[src/rtl/g_pkg.sv]
// Shared definitions for the g_reduce_pipe wide-gate primitive:
// mode encodings, base-op selector, padding identity and tree sizing helpers.
package g_pkg;

  localparam logic [2:0] G_MODE_AND  = 3'd0;
  localparam logic [2:0] G_MODE_OR   = 3'd1;
  localparam logic [2:0] G_MODE_XOR  = 3'd2;
  localparam logic [2:0] G_MODE_NAND = 3'd3;
  localparam logic [2:0] G_MODE_NOR  = 3'd4;
  localparam logic [2:0] G_MODE_XNOR = 3'd5;

  // Operation applied inside every tree node; NONE marks a reserved mode.
  typedef enum logic [1:0] {
    G_OP_AND  = 2'd0,
    G_OP_OR   = 2'd1,
    G_OP_XOR  = 2'd2,
    G_OP_NONE = 2'd3
  } g_op_e;

  function automatic g_op_e g_base_op(input logic [2:0] mode);
    g_op_e op;
    case (mode)
      G_MODE_AND, G_MODE_NAND: op = G_OP_AND;
      G_MODE_OR,  G_MODE_NOR:  op = G_OP_OR;
      G_MODE_XOR, G_MODE_XNOR: op = G_OP_XOR;
      default:                 op = G_OP_NONE;
    endcase
    return op;
  endfunction

  // Padding bit for leaves beyond N_IN: must not disturb the base op.
  function automatic logic g_identity(input logic [2:0] mode);
    logic id;
    if (g_base_op(mode) == G_OP_AND) id = 1'b1;
    else                             id = 1'b0;
    return id;
  endfunction

  function automatic logic g_inverts(input logic [2:0] mode);
    logic inv;
    case (mode)
      G_MODE_NAND, G_MODE_NOR, G_MODE_XNOR: inv = 1'b1;
      default:                              inv = 1'b0;
    endcase
    return inv;
  endfunction

  function automatic logic g_reserved(input logic [2:0] mode);
    return (mode > G_MODE_XNOR);
  endfunction

  // Pipeline depth: max(1, ceil(log_radix(n))).
  function automatic int g_lat(input int n, input int radix);
    int p;
    int l;
    p = 1;
    l = 0;
    for (int i = 0; i < 7; i++) begin
      if (p < n) begin
        p = p * radix;
        l = l + 1;
      end else begin
        p = p;
      end
    end
    if (l < 1) l = 1;
    else       l = l;
    return l;
  endfunction

  function automatic int g_pow(input int b, input int e);
    int r;
    r = 1;
    for (int i = 0; i < e; i++) r = r * b;
    return r;
  endfunction

  // Bit offset of tree stage k (1-based) inside the flattened stage vector.
  function automatic int g_stage_off(input int k, input int lat, input int radix);
    int off;
    off = 0;
    for (int j = 1; j < k; j++) off = off + g_pow(radix, lat - j);
    return off;
  endfunction

endpackage

[src/rtl/g_reduce_node.sv]
// One tree node: combinational RADIX-input reduction with the selected base op.
module g_reduce_node
  import g_pkg::*;
#(
  parameter int RADIX = 2
) (
  input  logic [1:0]       op,
  input  logic [RADIX-1:0] in_bits,
  output logic             out_bit
);

  // Reduce the node inputs with the base operation of the carried mode.
  always_comb begin
    out_bit = 1'b0;
    case (op)
      G_OP_AND: out_bit = &in_bits;
      G_OP_OR:  out_bit = |in_bits;
      G_OP_XOR: out_bit = ^in_bits;
      default:  out_bit = 1'b0;
    endcase
  end

endmodule

[src/rtl/g_reduce_pipe.sv]
// g_reduce_pipe: pipelined RADIX-ary reduction of N_IN bits to one bit with a
// per-transaction mode (AND/OR/XOR and their inversions), valid/ready on both
// sides and a global stall. Optional macro G_REDUCE_PIPE_CNT_EN adds a
// saturating count of delivered results equal to 1 (ports cnt_clr, ones_cnt).
module g_reduce_pipe
  import g_pkg::*;
#(
  parameter int N_IN  = 8,
  parameter int RADIX = 2
) (
  input  logic            clk,
  input  logic            rst,
  input  logic            in_valid,
  output logic            in_ready,
  input  logic [N_IN-1:0] in_data,
  input  logic [2:0]      in_mode,
  output logic            out_valid,
  input  logic            out_ready,
  output logic            out_data,
  output logic            out_err
`ifdef G_REDUCE_PIPE_CNT_EN
  ,
  input  logic            cnt_clr,
  output logic [15:0]     ones_cnt
`endif
);

  localparam int LAT     = g_lat(N_IN, RADIX);
  localparam int PADW    = g_pow(RADIX, LAT);
  localparam int TOT     = g_stage_off(LAT + 1, LAT, RADIX);
  localparam int OUT_IDX = TOT - 1;

  logic             advance_s;
  logic [PADW-1:0]  leaf_s;
  logic [TOT-1:0]   node_s;
  logic [TOT-1:0]   next_s;
  logic [TOT-1:0]   data_r;
  logic [LAT-1:0]   valid_r;
  logic [2:0]       mode_r [LAT];
  logic [2:0]       last_mode_s;

  assign advance_s = !valid_r[LAT-1] | out_ready;
  assign in_ready  = advance_s;
  assign out_valid = valid_r[LAT-1];
  assign out_data  = data_r[OUT_IDX];
  assign out_err   = g_reserved(mode_r[LAT-1]);

  // Pad the operand out to a full tree with the base op's identity bit.
  always_comb begin
    leaf_s            = {PADW{g_identity(in_mode)}};
    leaf_s[N_IN-1:0]  = in_data;
  end

  // Tree stages: stage k reduces groups of RADIX values from stage k-1.
  for (genvar k = 1; k <= LAT; k++) begin : g_stage
    localparam int NODES = g_pow(RADIX, LAT - k);
    localparam int OFF   = g_stage_off(k, LAT, RADIX);
    logic [1:0] op_s;
    if (k == 1) begin : g_first
      assign op_s = g_base_op(in_mode);
      for (genvar n = 0; n < NODES; n++) begin : g_node
        g_reduce_node #(.RADIX(RADIX)) u_node (
          .op      (op_s),
          .in_bits (leaf_s[n*RADIX +: RADIX]),
          .out_bit (node_s[OFF+n])
        );
      end
    end else begin : g_inner
      localparam int POFF = g_stage_off(k - 1, LAT, RADIX);
      assign op_s = g_base_op(mode_r[k-2]);
      for (genvar n = 0; n < NODES; n++) begin : g_node
        g_reduce_node #(.RADIX(RADIX)) u_node (
          .op      (op_s),
          .in_bits (data_r[POFF + n*RADIX +: RADIX]),
          .out_bit (node_s[OFF+n])
        );
      end
    end
  end

  if (LAT == 1) begin : g_last_direct
    assign last_mode_s = in_mode;
  end else begin : g_last_piped
    assign last_mode_s = mode_r[LAT-2];
  end

  // Final stage applies inversion and forces reserved modes to 0 before the output register.
  always_comb begin
    next_s = node_s;
    if (g_reserved(last_mode_s)) begin
      next_s[OUT_IDX] = 1'b0;
    end else begin
      next_s[OUT_IDX] = node_s[OUT_IDX] ^ g_inverts(last_mode_s);
    end
  end

  // Stage registers: all shift together when the output side can advance.
  always_ff @(posedge clk or posedge rst) begin
    if (rst) begin
      valid_r <= {LAT{1'b0}};
      data_r  <= {TOT{1'b0}};
      for (int j = 0; j < LAT; j++) mode_r[j] <= 3'd0;
    end else if (advance_s) begin
      valid_r[0] <= in_valid;
      mode_r[0]  <= in_mode;
      for (int j = 1; j < LAT; j++) begin
        valid_r[j] <= valid_r[j-1];
        mode_r[j]  <= mode_r[j-1];
      end
      data_r <= next_s;
    end else begin
      valid_r <= valid_r;
      data_r  <= data_r;
    end
  end

`ifdef G_REDUCE_PIPE_CNT_EN
  logic [15:0] cnt_r;
  assign ones_cnt = cnt_r;

  // Saturating count of delivered non-error results equal to 1; clear wins.
  always_ff @(posedge clk or posedge rst) begin
    if (rst) begin
      cnt_r <= 16'd0;
    end else if (cnt_clr) begin
      cnt_r <= 16'd0;
    end else if (out_valid && out_ready && out_data && !out_err && (cnt_r != 16'hFFFF)) begin
      cnt_r <= cnt_r + 16'd1;
    end else begin
      cnt_r <= cnt_r;
    end
  end
`else
  // Counter feature not built: no extra ports or state.
`endif

endmodule

[config.mk]
export PLATFORM = sky130hd
export DESIGN_NAME = g_reduce_pipe
export DESIGN_NICKNAME = d
export VERILOG_FILES = /design/src/rtl/g_pkg.sv /design/src/rtl/g_reduce_node.sv /design/src/rtl/g_reduce_pipe.sv
export SDC_FILE = /design/constraint.sdc
export NUM_CORES = 1
export LEC_CHECK = 0
export ABC_AREA = 1
export ABC_CLOCK_PERIOD_IN_PS = 2800
export BUFFER_PORTS_ARGS = -buffer_cell sky130_fd_sc_hd__buf_2
export CORE_MARGIN = 5
export CORE_UTILIZATION = 59
export CTS_CLUSTER_SIZE = 30
export DETAILED_ROUTE_END_ITERATION = 16
export PLACE_DENSITY = 0.91
export SYNTH_ARGS = -nofsm -noshare
export SYNTH_HDL_FRONTEND = slang
export SYNTH_SLANG_ARGS = --single-unit
[constraint.sdc]
create_clock -name clk -period 2.8 [get_ports clk]
set_input_delay 0.56 -clock clk [delete_from_list [all_inputs] [get_ports clk]]
set_output_delay 0.56 -clock clk [all_outputs]
set_load 0.02 [all_outputs]
==> results.txt, run 1 <==
Die Wd: 55.33 um
Drt pass-1 iters: 4
Syn-to-layout area delta: 11.15%
Die Footprint: 3061 um2
CP endpoint kind: primary output
Max Cap Viol: 0
R2R depth: 7
WL final: 2341 um
P_sw: 389.1 uW
Synth area leaders: dfrtp_1 (37%), ha_1 (14%), nand2_1 (14%)
Crit Path Max Fanout: 13
IO Count: 19
Power per cell area: 707.6 nW/um2
Biggest area consumer among synthesized cells: dfrtp_1
Status: complete, no violations
Combinational Power Share: 39.7%
Final Critical Period: 1.862 ns
Clock buffer depth: 2
Top-count cell post-synth: nand2_1
Met2 routed wirelength: 1193 um
Gate Count Post-Synth: 160
CP startpoint kind: register
Fin crit share: 66.51%
Setup Buffers After CTS: 0
# nets final: 209
Syn_area_per_cell: 7.578 um2
CTS tree: done
Grt ovf: 0
Reg2reg start: data_r[5]
Vias/cell: 5.019
Clk network pwr share: 17.1%
Final WS setup: 0.9378 ns
Hold Path Class: in2async
Die Y: 55.33 um
Wire length per cell: 11.36 um
Antenna violations before repair: 0
Clock root buffer: clkbuf_4
Rows: 16
Post-synth EDFFs: 0
Worst R2R End: data_r[6]
Mapped Nets: 189
Critical Path Sink: in_ready
Top layer in use: met4
Total CTS buffers: 3
Worst VDD drop: 0.3439 mV
LEAKAGE: 0.0007786 uW
RSZ-0062 raised after global routing: no
Final Max Tran Viols: 0
Largest net degree at the start of global routing: 24
Core Region: 1962 um2
# DRC: 0
Yosys cell types: 17
Synth Flop Type: dfrtp_1
Final Skew: 0.004156 ns
Post-DRT Antenna Nets: 0
DR iter-0 viols: 16
Worst reg-to-reg setup slack: 1.57 ns
H-tree depth: 1
Synth top cells by count: nand2_1 (44), inv_1 (28), dfrtp_1 (18)
Setup TNS: 0 ns
Met3 Routed Length: 89 um
Vias in the first global route: 1,046
I/O Buffers: 18
Starting Density: 61.80%
Final HPWL DP: 1730 um
Post-cts hold buffer count: 0
Layout cell share with drive strength beyond 1: 16.76%
First-pass GRT wire length: 4112 um
Antenna diodes: 0
P_int: 564.4 uW
Final hold vios: 0
Fmax: 0.5370 GHz
Post-Synthesis Cell Area: 1212 um2
Asr flop ratio synth: 100.0%
Post-CTS sizing: 0
Clk slew on worst S/H paths: 0.11 ns
Sequential share of power: 43.3%
Worst hold margin: 0.3370 ns
Req. time, crit path: 2.24 ns
WL met1: 987 um
RD Place Congestion: 0.8730
Sw frac: 40.81%
Via count: 1,034
Tot GR Track Use: 16.50%
Crit path DAT: 1.30 ns
Yosys warning count: 0
Critical Path Start: valid_r[2]
#FFs+latches synth: 18
CP Class: reg2out
Seq/Total Area, Yosys: 37.15%
Setup-failing EPs final: 0
Max_slew headroom: 55.71%
Worst skew pair latency: 0.30 ns
Synth top area share: 37.15%
Pwr Total: 953.5 uW
Final core occ: 68.69%
# clock sinks: 18
Measured slew at the worst slew-check pin: 0.6636 ns
Place WS: 1.056 ns
how the worst min path moves through the flow:
stage / endpoint / slack, ns / cells past startpoint
after CTS: mode_r[2] / 0.36 / 2
after global placement: valid_r[2] / 0.43 / 2
after floorplan: valid_r[2] / 0.42 / 2
after detailed placement: valid_r[2] / 0.44 / 2
after global routing: data_r[4] / 0.37 / 2
final: mode_r[2] / 0.34 / 2
registers in the layout, summed over array words and instances (netlist names):
| register | flops |
|---|---|
| last_mode_s | 3 |
| data_r | 7 |
| mode_r | 5 |
| valid_r | 3 |
power by group through the flow:
stage               Sequential (uW)  Combinational, uW  Clock (uW)
CTS                             412                378         164
global placement                413                347           0
floorplan                       418                274           0
global route                    427                440         176
finish                          412                378         163
detailed placement              417                372           0
cell type report:
type	count	area [um2]
fill	184	614.3
timing repair buffer	19	97.59
inverter	29	108.9
sequential	18	450.4
tap	27	33.78
clock buffer	4	36.28
multi-input combinational	109	620.6
cells in the final DEF (no fill, tap or decap):
cell type and count:
nand3_2 2, nor2_1 8, nor2_2 1, a21oi_1 1
nand3_1 9, or2_0 4, dfrtp_1 18, nand2_1 44
buf_2 18, ha_1 14, clkbuf_4 3, nand2_2 1
inv_1 28, or2_2 2, buf_4 1, nand4_1 12
inv_2 1, o21ai_0 11, clkbuf_8 1
metal layers:
layer	GRT usage (%)	vias to the layer above
li1	-	544
met2	30.24	29
met3	2.331	9
met1	17.42	452
met4	10.42	0
met5	0	-
metrics by stage:
step	instance area (um2)	cells
6_report	1348	206
5_1_grt	1348	206
4_1_cts	1348	206
3_5_place_dp	1311	202
3_3_place_gp	1311	202
2_1_floorplan	1212	160
cells by family (layout without fill, tap and decap cells):
family | after synthesis | count (layout) | synth area share [%]
compound gates | 12 | 12 | 4.953
fa+ha+maj | 14 | 14 | 14.45
buf+inv | 33 | 52 | 11.66
flops | 18 | 18 | 37.15
simple gates | 83 | 83 | 31.79
worst max-delay path: stages (launching register included):
cell and delay, ns:
dfrtp_1 0.39, inv_1 0.06, nor2_2 0.04, inv_1 0.27, buf_2 0.24
Note: power is estimated with default switching activity, not from simulation.
==> run 2, diff against run 1 <==
--- a/config.mk
+++ b/config.mk
@@ -5,14 +5,14 @@
 export SDC_FILE = /design/constraint.sdc
 export NUM_CORES = 1
 export LEC_CHECK = 0
-export ABC_AREA = 1
-export ABC_CLOCK_PERIOD_IN_PS = 2800
+export ABC_AREA = 0
+export ABC_CLOCK_PERIOD_IN_PS = 1800
 export BUFFER_PORTS_ARGS = -buffer_cell sky130_fd_sc_hd__buf_2
 export CORE_MARGIN = 5
-export CORE_UTILIZATION = 59
+export CORE_UTILIZATION = 56
 export CTS_CLUSTER_SIZE = 30
 export DETAILED_ROUTE_END_ITERATION = 16
-export PLACE_DENSITY = 0.91
+export PLACE_DENSITY = 0.87
 export SYNTH_ARGS = -nofsm -noshare
 export SYNTH_HDL_FRONTEND = slang
 export SYNTH_SLANG_ARGS = --single-unit
==> constraint.sdc (replaced) <==
create_clock -name clk -period 1.8 [get_ports clk]
set_input_delay 0.36 -clock clk [delete_from_list [all_inputs] [get_ports clk]]
set_output_delay 0.36 -clock clk [all_outputs]
set_load 0.02 [all_outputs]
==> results.txt, run 2 <==
CP Cell Sequence: nor2b_4 > inv_2 > buf_2
RD Place Congestion: 0.7886 (-9.7%)
Largest regs: data_r: 7 flops, mode_r: 5 flops
First-pass GRT wire length: 4271 um (+3.9%)
I/O Buffers: 18 (unchanged)
Synth Area in Compound Gates: 14.10% (+9.2 points)
Setup-failing EPs final: 0 (unchanged)
Crit-path leading delay family: flip-flops
Mux share of post-synthesis cell area: 7.444% (+7.4 points)
Sequential Area: 450.4 um2 (unchanged)
Mapped Nets: 182 (-3.7%)
Drt pass-1 iters: 4 (unchanged)
DR iter-0 viols: 32 (+16)
Post-DRT Antenna Nets: 0 (unchanged)
CTS tree: done
Tot GR Track Use: 16.14% (-0.36 points)
Antenna diodes: 0 (unchanged)
Synth Area in Adders: 13.71% (-0.74 points)
Die Footprint: 3336 um2 (+9.0%)
Post-synthesis xor/xnor area fraction: 0% (unchanged)
Fin crit share: 87.97%
# nets final: 198 (-5.3%)
Placed instance area: 1363 um2 (+3.9%)
Antenna violations before repair: 0 (unchanged)
Most common cell after layout, fill and taps aside: nand2_1
Top-count cell post-synth: nand2_1
# clock sinks: 18 (unchanged)
Setup Buffers After CTS: 0 (unchanged)
Gate Count Post-Synth: 153 (-4.4%)
Starting Density: 58.31% (-3.5 points)
# DRC: 0 (unchanged)
Rows: 17 (+1)
CP Class: reg2out
Final hold vios: 0 (unchanged)
Setup TNS: 0 ns (unchanged)
Largest Register: data_r
Measured slew at the worst slew-check pin: 0.6466 ns (-0.01700 ns)
Die Y: 57.76 um (+4.4%)
IO Count: 19 (unchanged)
Die Wd: 57.76 um (+4.4%)
CP startpoint kind: register
Yosys warning count: 0 (unchanged)
Req. time, crit path: 1.44 ns (-0.80 ns)
Crit-path max cell delay: 0.39 ns (about the same)
Post-cts hold buffer count: 0 (unchanged)
Post-CTS sizing: 0 (unchanged)
Clock root buffer: clkbuf_4
Synth top area share: 35.26% (-1.9 points)
H-tree depth: 1 (unchanged)
Largest net degree at the start of global routing: 22 (-8.3%)
Final Max Tran Viols: 0 (unchanged)
Core Region: 2191 um2 (+12%)
Layout cell share with drive strength beyond 1: 16.67% (-0.093 points)
WP depth: 3 (-1)
#FFs+latches synth: 18 (unchanged)
Total CTS buffers: 3 (unchanged)
Critical-path top delay cell: dfrtp_1
Worst Path Buf+Inv: 2 (-1)
Max Cap Viol: 0 (unchanged)
Largest family of logic cells by synthesized area: simple AND/OR/NAND/NOR gates
Vias/cell: 5.372 (+7.0%)
Yosys cell types: 29 (+12)
LEAKAGE: 0.0007498 uW (-3.7%)
Final Skew: 0.0005964 ns (-0.003559 ns)
Fill cell count: 173 (-6.0%)
Final HPWL DP: 1876 um (+8.4%)
Via count: 1,053 (+1.8%)
Wire length per cell: 12.24 um (+7.8%)
Clk slew on worst S/H paths: 0.10 ns (about the same)
RSZ-0062 raised after global routing: no
Status: complete, no violations
Biggest area consumer among synthesized cells: dfrtp_1
Max reg flops: 7 (unchanged)
Worst skew pair latency: 0.30 ns (about the same)
Worst VDD drop: 0.6732 mV (+96%)
Syn-to-layout area delta: 9.500%
Synth Flop Type: dfrtp_1
WL final: 2400 um (+2.5%)
Asr flop ratio synth: 100.0% (unchanged)
Seq/Total Area, Yosys: 35.26% (-1.9 points)
R2R depth: 5 (-2)
Final Critical Period: 1.583 ns
Power per cell area: 1135 nW/um2 (+60%)
Simple-gate share of the synthesized area: 20.76% (-11 points)
Vias in the first global route: 1,083 (+3.5%)
Post-Synthesis Cell Area: 1277 um2 (+5.4%)
Crit path DAT: 1.22 ns (-0.08 ns)
Hold Path Class: in2async
Crit Path Max Fanout: 14 (+1)
Post-synth EDFFs: 0 (unchanged)
Grt ovf: 0 (unchanged)
Area occupied by multi-input gates: 715.7 um2 (+15%)
Synth area leaders: dfrtp_1 (35%), ha_1 (14%), nand2_1 (11%)
Clock buffer depth: 2 (unchanged)
CP endpoint kind: primary output
Commonest non-fill, non-tap cells in the layout: nand2_1 (39), dfrtp_1 (18), buf_2 (18)
Fmax: 0.6316 GHz
Final Cell Area: 1399 um2 (+3.8%)
Synth top cells by count: nand2_1 (39), dfrtp_1 (18), inv_1 (16)
Max_slew headroom: 56.85% (+1.1 points)
Syn_area_per_cell: 8.350 um2 (+10%)
==> run 2: cell count changes after synthesis, sizes merged, moves of 3 or more <==
cell	previous run	this run
a21oi	1	5
nand4	12	0
nand3	11	2
a221o	0	3
nand2	45	39
mux2i	0	8
or2	6	0
o211ai	0	3
inv	29	17
nand2b	0	5
==> run 2: routing by layer <==
metal,GRT usage (%),share of wire (%)
met2,30.48,56
met3,2.450,3.5
met1,16.20,37
met4,10.26,2.8
met5,0,0
==> run 2: power breakdown <==
group | total (uW) | internal, uW | switching [uW]
registers | 670 | 544 | 126
clock network | 251 | 124 | 127
logic | 666 | 307 | 360
total | 1590 | 974 | 613
==> run 2: final timing paths <==
path | startpoint | endpoint | slack, ns
min in group clk | in_valid | valid_r[0] | 0.25
max in group asynchronous | rst | data_r[2] | 1.26
hold / removal | rst | mode_r[1] | 0.13
setup / recovery | valid_r[2] | in_ready | 0.22
hold reg to reg | mode_r[1] | mode_r[1] | 0.47
setup reg to reg | data_r[4] | data_r[6] | 0.32
==> run 2: kinds of logic after synthesis <==
| group | Yosys count |
|---|---|
| and+or+nand+nor | 60 |
| AOI/OAI and AO/OA | 27 |
| muxes | 9 |
| DFF | 18 |
| buffers and inverters | 25 |
| adders and majority gates | 14 |
==> run 2: worst register-to-register path: cells and delay by family, from the launching register on <==
| kind | cells | cell delay, ns |
|---|---|---|
| muxes | 1 | 0.27 |
| AOI/OAI and AO/OA | 2 | 0.41 |
| adders and majority gates | 1 | 0.31 |
| DFF | 1 | 0.38 |
| buffers and inverters | 1 | 0.05 |
==> run 2: through the flow <==
| stage | std cells | hold WS (ns) | setup WS, ns | util [%] | total power, uW |
|---|---|---|---|---|---|
| after CTS | 196 | 0.1483 | 0.2177 | 63.85 | 1603 |
| after floorplan | 153 | 0.2986 | 0.3923 | - | 1181 |
| after global routing | 196 | 0.1833 | 0.1714 | 63.85 | 1724 |
| after detailed placement | 192 | 0.4460 | 0.2285 | 62.19 | 1353 |
| after global placement | 192 | 0.4412 | 0.3124 | 62.19 | 1288 |
| final | 196 | 0.1301 | 0.2166 | 63.85 | 1587 |
==> run 2: area by class of cell <==
class | instances | area share [%]
Sequential cell | 18 | 32.20
Clock buffer | 4 | 2.594
Inverter | 17 | 4.562
Tap cell | 28 | 2.504
Timing Repair Buffer | 19 | 6.977
Multi-Input combinational cell | 110 | 51.16
